--- src/rtl/clk_gen_tap_ctrl.sv ---
// clk_gen_tap_ctrl
//
// Synchronous controller for the tunable ring-oscillator clock generator.
// A tap change is a fixed sequence:
//   1. Stop the ring.
//   2. Switch the tap mux.
//   3. Restart the ring.
//   4. Optionally measure the new frequency by counting rising edges of the
//      pre-divided oscillator output over a fixed reference window.
//
// Optional feature macro: CLK_GEN_TAP_CTRL_MEAS_EN
//   defined   : MEASURE state, synchronizer and edge counter are built.
//   undefined : START goes straight to DONE, count_o is tied to 0 and
//               osc_div_i is unused.
//
// Parameters:
//   settle_p      cycles spent in each of STOP and START (>= 1)
//   window_p      reference cycles in the measurement window (>= 1)
//   count_width_p width of the edge counter and count_o
//
// Ports:
//   clk_i           reference clock; everything runs on its rising edge
//   reset_i         synchronous active-high reset
//   tap_req_v_i     tap-change request valid
//   tap_req_i       requested tap (0..15)
//   tap_req_ready_o high only in IDLE
//   tap_sel_o       registered tap mux select
//   osc_en_o        registered NOR loop enable (0 quiesces the ring)
//   osc_div_i       divided oscillator output, asynchronous to clk_i
//   count_v_o       one-cycle pulse marking count_o valid
//   count_o         edge count of the last window; held until the next DONE
//   busy_o          high in every state except IDLE

module clk_gen_tap_ctrl #(
    parameter int settle_p      = 16,
    parameter int window_p      = 1024,
    parameter int count_width_p = 16
) (
    input  logic                     clk_i,
    input  logic                     reset_i,
    input  logic                     tap_req_v_i,
    input  logic [3:0]               tap_req_i,
    output logic                     tap_req_ready_o,
    output logic [3:0]               tap_sel_o,
    output logic                     osc_en_o,
    input  logic                     osc_div_i,
    output logic                     count_v_o,
    output logic [count_width_p-1:0] count_o,
    output logic                     busy_o
);

    // One down-counter serves every timed phase, so size it for the longest one.
    localparam int timer_max_lp   = (settle_p > window_p) ? settle_p : window_p;
    localparam int timer_width_lp = $clog2(timer_max_lp + 1);
    localparam logic [timer_width_lp-1:0] settle_load_lp = timer_width_lp'(settle_p - 1);

    typedef enum logic [2:0] {
        IDLE,
        STOP,
        SWITCH,
        START,
        MEASURE,
        DONE
    } state_e;

    state_e                    state_q, state_d;
    logic [timer_width_lp-1:0] timer_q, timer_d;
    logic [3:0]                pend_tap_q, pend_tap_d;
    logic [3:0]                tap_sel_q, tap_sel_d;
    logic                      osc_en_q, osc_en_d;
    logic                      count_v_q, count_v_d;

`ifdef CLK_GEN_TAP_CTRL_MEAS_EN
    localparam logic [timer_width_lp-1:0] window_load_lp = timer_width_lp'(window_p - 1);

    // Layout: sync_q[0] is the first metastability stage,
    // sync_q[1] is the synchronized value, and sync_q[2] holds the
    // previous synchronized value for edge detection.
    logic [2:0]               sync_q, sync_d;
    logic [count_width_p-1:0] cnt_q, cnt_d;
    logic [count_width_p-1:0] count_q, count_d;
    logic                     rise_edge;

    assign sync_d    = {sync_q[1:0], osc_div_i};
    assign rise_edge = sync_q[1] & ~sync_q[2];

    // The synchronizer free-runs (no reset) so it is already settled when
    // a window opens.
    always_ff @(posedge clk_i) begin
        sync_q <= sync_d;
    end
`else
    logic unused_osc_div;
    assign unused_osc_div = osc_div_i;
`endif

    // Next-state logic. Defaults hold every register and keep the pulse
    // low. osc_en only changes on the transitions that stop or start
    // the ring.
    always_comb begin
        state_d    = state_q;
        timer_d    = timer_q;
        pend_tap_d = pend_tap_q;
        tap_sel_d  = tap_sel_q;
        osc_en_d   = osc_en_q;
        count_v_d  = 1'b0;
`ifdef CLK_GEN_TAP_CTRL_MEAS_EN
        cnt_d      = cnt_q;
        count_d    = count_q;
`endif
        unique case (state_q)
            IDLE: begin
                if (tap_req_v_i) begin
                    pend_tap_d = tap_req_i;
                    timer_d    = settle_load_lp;
                    osc_en_d   = 1'b0;
                    state_d    = STOP;
                end
            end
            STOP: begin
                if (timer_q == '0) begin
                    // The mux switches only while the ring is quiet.
                    tap_sel_d = pend_tap_q;
                    state_d   = SWITCH;
                end else begin
                    timer_d = timer_q - 1'b1;
                end
            end
            SWITCH: begin
                osc_en_d = 1'b1;
                timer_d  = settle_load_lp;
                state_d  = START;
            end
            START: begin
                if (timer_q == '0) begin
`ifdef CLK_GEN_TAP_CTRL_MEAS_EN
                    timer_d = window_load_lp;
                    cnt_d   = '0;
                    state_d = MEASURE;
`else
                    count_v_d = 1'b1;
                    state_d   = DONE;
`endif
                end else begin
                    timer_d = timer_q - 1'b1;
                end
            end
`ifdef CLK_GEN_TAP_CTRL_MEAS_EN
            MEASURE: begin
                if (rise_edge && (cnt_q != {count_width_p{1'b1}})) begin
                    cnt_d = cnt_q + 1'b1;
                end
                if (timer_q == '0) begin
                    // Load the updated count so an edge seen in the final
                    // window cycle is still reported.
                    count_d   = cnt_d;
                    count_v_d = 1'b1;
                    state_d   = DONE;
                end else begin
                    timer_d = timer_q - 1'b1;
                end
            end
`endif
            DONE: begin
                state_d = IDLE;
            end
            default: begin
                state_d = IDLE;
            end
        endcase
    end

    always_ff @(posedge clk_i) begin
        if (reset_i) begin
            state_q    <= IDLE;
            timer_q    <= '0;
            pend_tap_q <= '0;
            tap_sel_q  <= '0;
            osc_en_q   <= 1'b0;
            count_v_q  <= 1'b0;
`ifdef CLK_GEN_TAP_CTRL_MEAS_EN
            cnt_q      <= '0;
            count_q    <= '0;
`endif
        end else begin
            state_q    <= state_d;
            timer_q    <= timer_d;
            pend_tap_q <= pend_tap_d;
            tap_sel_q  <= tap_sel_d;
            osc_en_q   <= osc_en_d;
            count_v_q  <= count_v_d;
`ifdef CLK_GEN_TAP_CTRL_MEAS_EN
            cnt_q      <= cnt_d;
            count_q    <= count_d;
`endif
        end
    end

    assign tap_req_ready_o = (state_q == IDLE);
    assign busy_o          = (state_q != IDLE);
    assign tap_sel_o       = tap_sel_q;
    assign osc_en_o        = osc_en_q;
    assign count_v_o       = count_v_q;
`ifdef CLK_GEN_TAP_CTRL_MEAS_EN
    assign count_o         = count_q;
`else
    assign count_o         = '0;
`endif

endmodule

--- config.mk ---
export PLATFORM = sky130hd
export DESIGN_NAME = clk_gen_tap_ctrl
export DESIGN_NICKNAME = d
export VERILOG_FILES = /design/src/rtl/clk_gen_tap_ctrl.sv
export SDC_FILE = /design/constraint.sdc
export NUM_CORES = 1
export LEC_CHECK = 0
export CORE_MARGIN = 2
export CORE_UTILIZATION = 48
export CTS_BUF_LIST = sky130_fd_sc_hd__clkbuf_16
export CTS_CLUSTER_DIAMETER = 120
export DETAILED_ROUTE_END_ITERATION = 12
export GPL_TIMING_DRIVEN = 0
export PLACE_DENSITY = 0.85
export SETUP_SLACK_MARGIN = 0.3
export SLEW_MARGIN = 10
export SYNTH_ARGS = -nofsm -noshare
export SYNTH_HDL_FRONTEND = slang
export SYNTH_SLANG_ARGS = --single-unit
--- constraint.sdc ---
create_clock -name clk_i -period 2.7 [get_ports clk_i]
set_clock_uncertainty 0.1 [all_clocks]
set_input_delay 0.54 -clock clk_i [delete_from_list [all_inputs] [get_ports clk_i]]
set_output_delay 0.54 -clock clk_i [all_outputs]
set_load 0.03 [all_outputs]
* Yosys cells after proc, flatten, opt, wreduce, memory -nomap -nowiden
Cells that the tools add are included.
** Storage, ports and cells
- Bits in registers :: 24
- Input port bits :: 8
- Output and inout port bits :: 24
- Logic and storage cells :: 37
** Operators by class
- Add/sub/neg operators :: 1
- Equality and inequality tests :: 7
- Mux-type cells :: 10
- Bitwise operators :: 1
- Reduce and logical (&&, ||, !) cells :: 12
** Operators with widths (number)
- $pmux 11 s3 :: 1
- $mux 11 :: 2
- $pmux 3 s4 :: 1
- $logic_not 11->1 :: 1
- $sub 11x1->11 const B :: 1
- $mux 3 :: 3
- $ne 2x2->1 const B :: 4
- $eq 3x2->1 const B :: 2
- $reduce_and 2->1 :: 3
- $reduce_and 3->1 :: 2
- $reduce_bool 3->1 :: 2
- $reduce_or 2->1 :: 2
- $eq 3x1->1 const B :: 1
- $logic_not 3->1 :: 1
- $mux 1 :: 2
- $pmux 1 s2 :: 1
- $reduce_bool 2->1 :: 1
- $not 1->1 :: 1

* Logic depth before layout (Yosys ltp)
Gate-level depths: netlist of the first run.
- Depth in word-level cells :: 4
- Mapped depth :: 7
- Gate-level depth less buffers :: 6

* Worst setup path before layout of the first run
No wires, ideal clock.
- Path type :: flip-flop to flip-flop
- Start :: register state_q[1]
- End :: register pend_tap_q[0]
- Library setup time :: 0.128 ns
- Arrival time :: 1.863 ns
- Required time :: 2.472 ns
- Path slack :: 0.609 ns
- Cell stages (with the launch flop) :: 8
- Buffers on the path :: 2
- Period minus slack after synthesis :: 2.091 ns
- Cell sequence :: dfxtp_1 clkbuf_1 or3_1 inv_1 and2_1 clkbuf_1 mux2i_1 nor2_1
** Between the ends
- Longest elaborated chain between the ends :: 2
** Ends and longest elaborated chain
- start, declared :: RTL line 66 : state_e state_q, state_d;
- start signal, assigned :: RTL line 186 : state_q <= state_d;
- $logic_not 3->1
- via tap_req_ready_o :: RTL line 43 : output logic tap_req_ready_o,
- $reduce_and 2->1 (no source line)
- end signal, assigned :: RTL line 188 : pend_tap_q <= pend_tap_d;
- end, declared :: RTL line 68 : logic [3:0] pend_tap_q, pend_tap_d;
The timed path passes the listed nets, and every way through them passes these cells.
A chain may end at the register's enable or synchronous reset.

* Worst setup path after layout of the first run
- Start :: register state_q[1]
- End :: output port tap_req_ready_o
** Between the ends
- Longest elaborated chain between the ends :: 1
** Ends and longest elaborated chain
- $logic_not 3->1 :: RTL line 199 : assign tap_req_ready_o = (state_q == IDLE);
- end, declared :: RTL line 43
Every way passes these cells.

==> flow_summary.yaml, run 1 <==
status:
  status: "complete, no violations"
placement:
  portBuffers: 13
  gpl.final_weighted_congestion: 0.890
  hpwlAfterDp_um: 1960
finish:
  post-route-util_pct: 63.5
  filler_cell_count: 207
  syn_to_final_growth_pct: 23.9
  post_route_cells_drive_above_1_share_pct: 17.1
  antenna_diode_count: 0
  fin_nets: 191
sta:
  timing.max_slew.rel_slack_pct: 65.9
  finalSetupViolCount: 0
  hold_viol: 0
  final-max-slew-violation-count: 0
  final.period_utilization_pct: 83.9
  finalCriticalPeriod_ps: 2260
  rsz0062_at_grt: "no"
  worst_pin_slew_ps: 508
  setup-tns-final_ps: 0
  max_clock_freq_mhz: 442
clocking:
  cts.path.max_buffers: 2
  worstSkewPairLatency_ps: 260
  cts_inserted_buffers: 3
  cts_tree: "done"
  cts.clk_slew.worst_paths_ps: 60
  clkSinkCount: 24
  cts_setup_buffers: 0
  clock_tree.htree_level_count: 1
  cts.root.buffer_cell: "sky130_fd_sc_hd__clkbuf_16"
  ctsHoldBuffers: 0
critical_path:
  critical_path.max_fanout: 9
  worst-endpoint-required_ps: 2060
  timing.critical_path.from_type: "flop"
  critical_path_s_slowest_cell: "sky130_fd_sc_hd__or3_1"
  rrSetupSlack_ps: 540
  r2r.worst_path.cells: 6
  path_delay_family: "buffers and inverters"
  critical_path.reg2reg.startpoint: "timer_q[0]"
  destination_of_the_worst_register_to_register_timing_path: "timer_q[9]"
  series_of_cell_instances_along_the_critical_path: "clkbuf_1, or3_1, inv_1, dlygate4sd2_1"
  path_buf_inv: 3
  path_depth: 4
  path_class: "flop to output pin"
  end_kind: "output pin"
  cpPeakStageDelay_ps: 420
  crit_arrival_ps: 1620
routing:
  drt-pass1-iter-count: 4
  vias_per_cell: 5.42
  num_vias: 1143
  routedWlPerCell_um: 13.0
  ant_nets: 0
  route.detailed.drc: 0
  wirelength_um: 2750
  detailedRoute.firstIterationViolations: 26
synthesis:
  synth_area_um2: 1280
  synthesis.yosys.warnings: 0
  synth.yosys.seq_area_share_pct: 37.5
  yosys_register_bits: 24
  synth.distinct_cells: 38
  syn-mean-instance-area_um2: 8.59
  netlist_instances: 149
global_route:
  vias_in_the_first_global_route: 1035
  global_route.usage.total_pct: 18.1
  grt_first_pass_wirelength_um: 4520
  grt_remaining_overflow: 0
  antenna_violations_before_repair: 0
  grt_start_max_net_pins: 14
die:
  die_height_um: 55.6
  num_rows: 18
  pin_count: 32
  floorplan.initialDensity_pct: 51.2
  core_area_um2: 2500
  die_area_um2: 3100
  die_x_um: 55.6
power_and_ir_drop:
  powerDensity_nw_per_um2: 684
  static-leakage-power_nw: 0.662
  max-vdd-ir-drop_uv: 442
  total_power_after_layout_mw: 1.09
run:
  max_cap_violations: 0
worst_hold_path:
  min_delay_path_depth: 2
  hold_path_sink: "tap_sel_o[2]"
  worstHoldPathType: "flop to flop"
  hp-start: "tap_sel_o[2]"
tightest hold or removal path, stage by stage (launching register included):
cell                      delay (ps)
sky130_fd_sc_hd__dfxtp_1         310
sky130_fd_sc_hd__nand2_1          50
sky130_fd_sc_hd__a21oi_1          50
per-stage QoR:
step / cell area [µm²] / setup slack, ps / hold WS (ps) / cells
6_report: 1590 / 435 / 358 / 211
5_1_grt: 1590 / 348 / 384 / 211
4_1_cts: 1580 / 362 / 357 / 211
3_5_place_dp: 1500 / 377 / 348 / 207
3_3_place_gp: 1500 / 431 / 343 / 207
2_1_floorplan: 1340 / 609 / 343 / 164
area by class of cell:
cell class	instances	area (µm²)	share of cell area, %
Inverter	5	18.8	1.18
Multi-Input combinational cell	112	688	43.4
Tap cell	30	37.5	2.37
Sequential cell	24	480	30.3
Buffer	23	155	9.78
Timing Repair Buffer	13	128	8.04
Clock inverter	1	3.75	0.237
Clock buffer	3	75.1	4.73
Yosys cell counts, drive strengths merged:
library cell,number,area share [%]
dfxtp,24,38
buf,19,11
a21oi,12,4.7
nor2,12,3.5
nand2,9,2.6
nand3,8,3.1
mux2i,6,4.7
inv,5,1.5
nor3,5,2.0
or3,5,2.6
clkbuf,4,1.2
nor4,4,4.3
o31ai,4,2.3
nand2b,3,1.5
nand4,3,1.5
or2,3,1.5
or4,3,1.8
a211oi,2,1.2
and2,2,0.98
and4,2,1.6
nor4b,2,1.4
o21a,2,1.2
a22oi,1,0.59
a31oi,1,0.49
a41o,1,0.78
conb,1,0.29
ha,1,0.98
o21ai,1,0.39
o311a,1,0.88
o311ai,1,0.68
or4b,1,0.78
xor2,1,0.68
sequential cells by signal, summed over array words and instances (netlist names):
register	count
count_v_o	1
osc_en_o	1
pend_tap_q	4
state_q	3
tap_sel_o	4
timer_q	11
report_power, final:
group	internal, mW	switching [mW]
combinational	0.137	0.205
sequential	0.387	0.0336
clock	0.198	0.125
total	0.722	0.364
placed cells by master, fill, tap and decap left out, types with 3 or more instances in the layout:
cell type and count:
sky130_fd_sc_hd__dfxtp_1 24, sky130_fd_sc_hd__buf_4 16, sky130_fd_sc_hd__conb_1 16, sky130_fd_sc_hd__nor2_1 12, sky130_fd_sc_hd__a21oi_1 12, sky130_fd_sc_hd__clkdlybuf4s50_1 11
sky130_fd_sc_hd__nand2_1 9, sky130_fd_sc_hd__nand3_1 8, sky130_fd_sc_hd__mux2i_1 6, sky130_fd_sc_hd__inv_1 5, sky130_fd_sc_hd__nor3_1 5, sky130_fd_sc_hd__clkbuf_1 4
sky130_fd_sc_hd__o31ai_1 4, sky130_fd_sc_hd__or3_1 3, sky130_fd_sc_hd__or4_1 3, sky130_fd_sc_hd__nand4_1 3, sky130_fd_sc_hd__nand2b_1 3, sky130_fd_sc_hd__clkbuf_16 3
how the worst max path moves through the flow:
stage / to / from
global route: tap_req_ready_o / state_q[1]
finish: tap_req_ready_o / state_q[1]
detailed placement: timer_q[7] / tap_req_v_i
CTS: timer_q[10] / timer_q[0]
global placement: timer_q[7] / tap_req_v_i
floorplan: pend_tap_q[0] / state_q[1]
metal layers:
layer	up-vias	part of all wire, %	GRT usage (%)
met5	-	0	0
met4	0	3.1	10.1
met3	8	5.0	2.09
met2	37	50	30.4
met1	528	42	22.3
li1	570	-	-
kinds of logic (layout without fill, tap and decap cells):
| kind of cell | count (synthesis) | after routing | synth area share, % |
|---|---|---|---|
| muxes | 6 | 6 | 4.69 |
| other | 1 | 16 | 0.293 |
| and+or+nand+nor | 62 | 62 | 29.0 |
| DFF | 24 | 24 | 37.5 |
| buffers and inverters | 28 | 45 | 13.6 |
| xor gates and xnor gates | 1 | 1 | 0.684 |
| AOI/OAI and AO/OA | 26 | 26 | 13.2 |
| adders and majority gates | 1 | 1 | 0.977 |
timing repair:
action                                  CTS  global route
gates cloned                              0             0
endpoints found under the setup margin    2             3
resized for setup                         2             1
Note: power is estimated with default switching activity, not from simulation.
==> run 2, diff against run 1 <==
--- a/config.mk
+++ b/config.mk
@@ -6,12 +6,12 @@
 export NUM_CORES = 1
 export LEC_CHECK = 0
 export CORE_MARGIN = 2
-export CORE_UTILIZATION = 48
+export CORE_UTILIZATION = 43
 export CTS_BUF_LIST = sky130_fd_sc_hd__clkbuf_16
 export CTS_CLUSTER_DIAMETER = 120
 export DETAILED_ROUTE_END_ITERATION = 12
 export GPL_TIMING_DRIVEN = 0
-export PLACE_DENSITY = 0.85
+export PLACE_DENSITY = 0.81
 export SETUP_SLACK_MARGIN = 0.3
 export SLEW_MARGIN = 10
 export SYNTH_ARGS = -nofsm -noshare
==> constraint.sdc (replaced) <==
create_clock -name clk_i -period 2.04 [get_ports clk_i]
set_clock_uncertainty 0.1 [all_clocks]
set_input_delay 0.408 -clock clk_i [delete_from_list [all_inputs] [get_ports clk_i]]
set_output_delay 0.408 -clock clk_i [all_outputs]
set_load 0.03 [all_outputs]
==> run 2 against run 1 <==
  * Worst hold slack barely moved
  * Critical path type is now flop to flop
  * Largest power group is now combinational logic
  * Via count increased by 6.5%
  * First-iteration DRC count rose by 65%
  * Total power rose by 52%
  * Die area increased by 11%
==> flow_summary.yaml, run 2 (synthesis results as in run 1) <==
finish:
  multi_input_comb_area_um2: 779
  fin_nets: 209
  layout_common_cells: "sky130_fd_sc_hd__buf_4 (33), sky130_fd_sc_hd__dfxtp_1 (18), sky130_fd_sc_hd__conb_1 (16)"
  post-route-util_pct: 66.7
  max_reg_flops: 11
  post_route_cells_drive_above_1_share_pct: 39.2
  filler_cell_count: 204
  syn_to_final_growth_pct: 44.9
  largest_register: "timer_q"
  stdcell_count: 230
  layout_commonest_cell: "sky130_fd_sc_hd__buf_4"
  ff_latch_area_um2: 495
  antenna_diode_count: 0
global_route:
  antenna_violations_before_repair: 0
  grt_start_max_net_pins: 14
  grt_remaining_overflow: 0
  grt_first_pass_wirelength_um: 5220
  global_route.usage.total_pct: 20.3
  vias_in_the_first_global_route: 1139
critical_path:
  critical_path_s_slowest_cell: "sky130_fd_sc_hd__or4_4"
  timing.critical_path.from_type: "flop"
  end_kind: "flop"
  path_class: "flop to flop"
  crit_arrival_ps: 1990
  path_buf_inv: 2
  worst-endpoint-required_ps: 2100
  series_of_cell_instances_along_the_critical_path: "or4_4, buf_6, nor4_4, buf_4, nor4_1, o21a_1"
  path_delay_family: "simple AND/OR/NAND/NOR gates"
  critical_path.max_fanout: 5
  cpPeakStageDelay_ps: 510
run:
  max_cap_violations: 0
status:
  status: "complete, no violations"
placement:
  placed_cells: 208
  hpwlAfterDp_um: 2150
  dp_slack_ps: -112
  gpl.final_weighted_congestion: 0.886
  portBuffers: 13
die:
  die_area_um2: 3430
  floorplan.initialDensity_pct: 46.0
  die_height_um: 58.6
  die_x_um: 58.6
  num_rows: 19
  pin_count: 32
  core_area_um2: 2780
routing:
  route.detailed.drc: 0
  wirelength_um: 3390
  drt-pass1-iter-count: 4
  ant_nets: 0
  detailedRoute.firstIterationViolations: 43
  num_vias: 1217
  routedWlPerCell_um: 14.8
  vias_per_cell: 5.29
clocking:
  cts.clk_slew.worst_paths_ps: 60
  cts_tree: "done"
  cts_inserted_buffers: 3
  ctsHoldBuffers: 0
  clkSinkCount: 24
  cts.root.buffer_cell: "sky130_fd_sc_hd__clkbuf_16"
  clock_tree.htree_level_count: 1
  worstSkewPairLatency_ps: 260
  cts.path.max_buffers: 2
sta:
  setup_ws_ps: 104
  finalCriticalPeriod_ps: 1940
  final-max-slew-violation-count: 0
  finalSetupViolCount: 0
  max_clock_freq_mhz: 517
  hold_viol: 0
  rsz0062_at_grt: "yes"
  final.period_utilization_pct: 94.9
power_and_ir_drop:
  sequential_fraction_of_design_power_pct: 34.2
  powerDensity_nw_per_um2: 891
  clk_network_pwr_share_pct: 26.1
  pwr-share-comb_pct: 39.7
  netSwitchingFraction_pct: 34.1
  power.switching_mw: 0.563
  max-vdd-ir-drop_uv: 654
  internal-power_mw: 1.09
  static-leakage-power_nw: 0.828
worst_hold_path:
  worstHoldPathType: "flop to flop"
## run 2: cell count changes in the layout (fill, tap and decap cells not counted), sizes merged
cell           previous run  this run
clkdlybuf4s50            11         4
dlygate4sd2               2         6
clkbuf                    7         6
clkinv                    1         2
dlymetal6s2s              0         1
inv                       5         4
buf                      19        40
## run 2: power groups by stage
stage                     Sequential, mW  Clock [mW]  Combinational, mW
after floorplan                    0.562           0              0.382
after global placement             0.564           0              0.458
after detailed placement           0.568           0              0.481
after CTS                          0.559       0.428              0.596
after global routing               0.569       0.442              0.700
final                              0.565       0.431              0.656
## run 2: worst register-to-register path, cell delays in order, from the launching register on
cell and delay (ps):
sky130_fd_sc_hd__dfxtp_4 360, sky130_fd_sc_hd__or4_4 510, sky130_fd_sc_hd__buf_6 150, sky130_fd_sc_hd__nor4_4 310, sky130_fd_sc_hd__buf_4 170, sky130_fd_sc_hd__nor4_1 40
sky130_fd_sc_hd__o21a_1 180
## run 2: layout make-up
class	count	area share (%)
multi-input cells	112	42.0
clock buffers	3	4.05
flip-flops and latches	24	26.7
clock inverters	1	0.202
repair buffers	31	14.4
well taps	31	2.09
plain buffers	23	9.11
inverters	5	1.42
## run 2: per-stage QoR
step                TNS, ps  area [µm²]  hold WS [ps]  total power [mW]
floorplan                 0        1370           356             0.944
global placement       -129        1540           349              1.02
detailed placement     -418        1540           352              1.05
CTS                       0        1770           357              1.58
global route              0        1850           384              1.71
finish                    0        1850           358              1.65
## run 2: timing repair
| action | CTS | global route |
|---|---|---|
| resized for setup | 35 | 15 |
| hold endpoints to repair | 0 | 0 |
| setup endpoints to repair | 27 | 21 |
| setup buffers | 13 | 5 |
| pin swaps | 8 | 3 |
## run 2: final timing paths
path                 from            to  slack, ps  cells after the start
min reg2reg  tap_sel_o[1]  tap_sel_o[1]        360                      2
min          tap_sel_o[1]  tap_sel_o[1]        360                      2
max reg2reg    timer_q[6]    timer_q[9]        100                      6
max            timer_q[6]    timer_q[9]        100                      6
## run 2: per-layer routing
layer	vias to the layer above	part of all wire, %	wire length, µm	global-route usage [%]
met4	0	2.3	79	9.97
met2	34	52	1770	35.8
met5	-	0	0	0
met3	7	4.0	135	3.30
met1	571	41	1410	23.7
li1	605	-	-	-
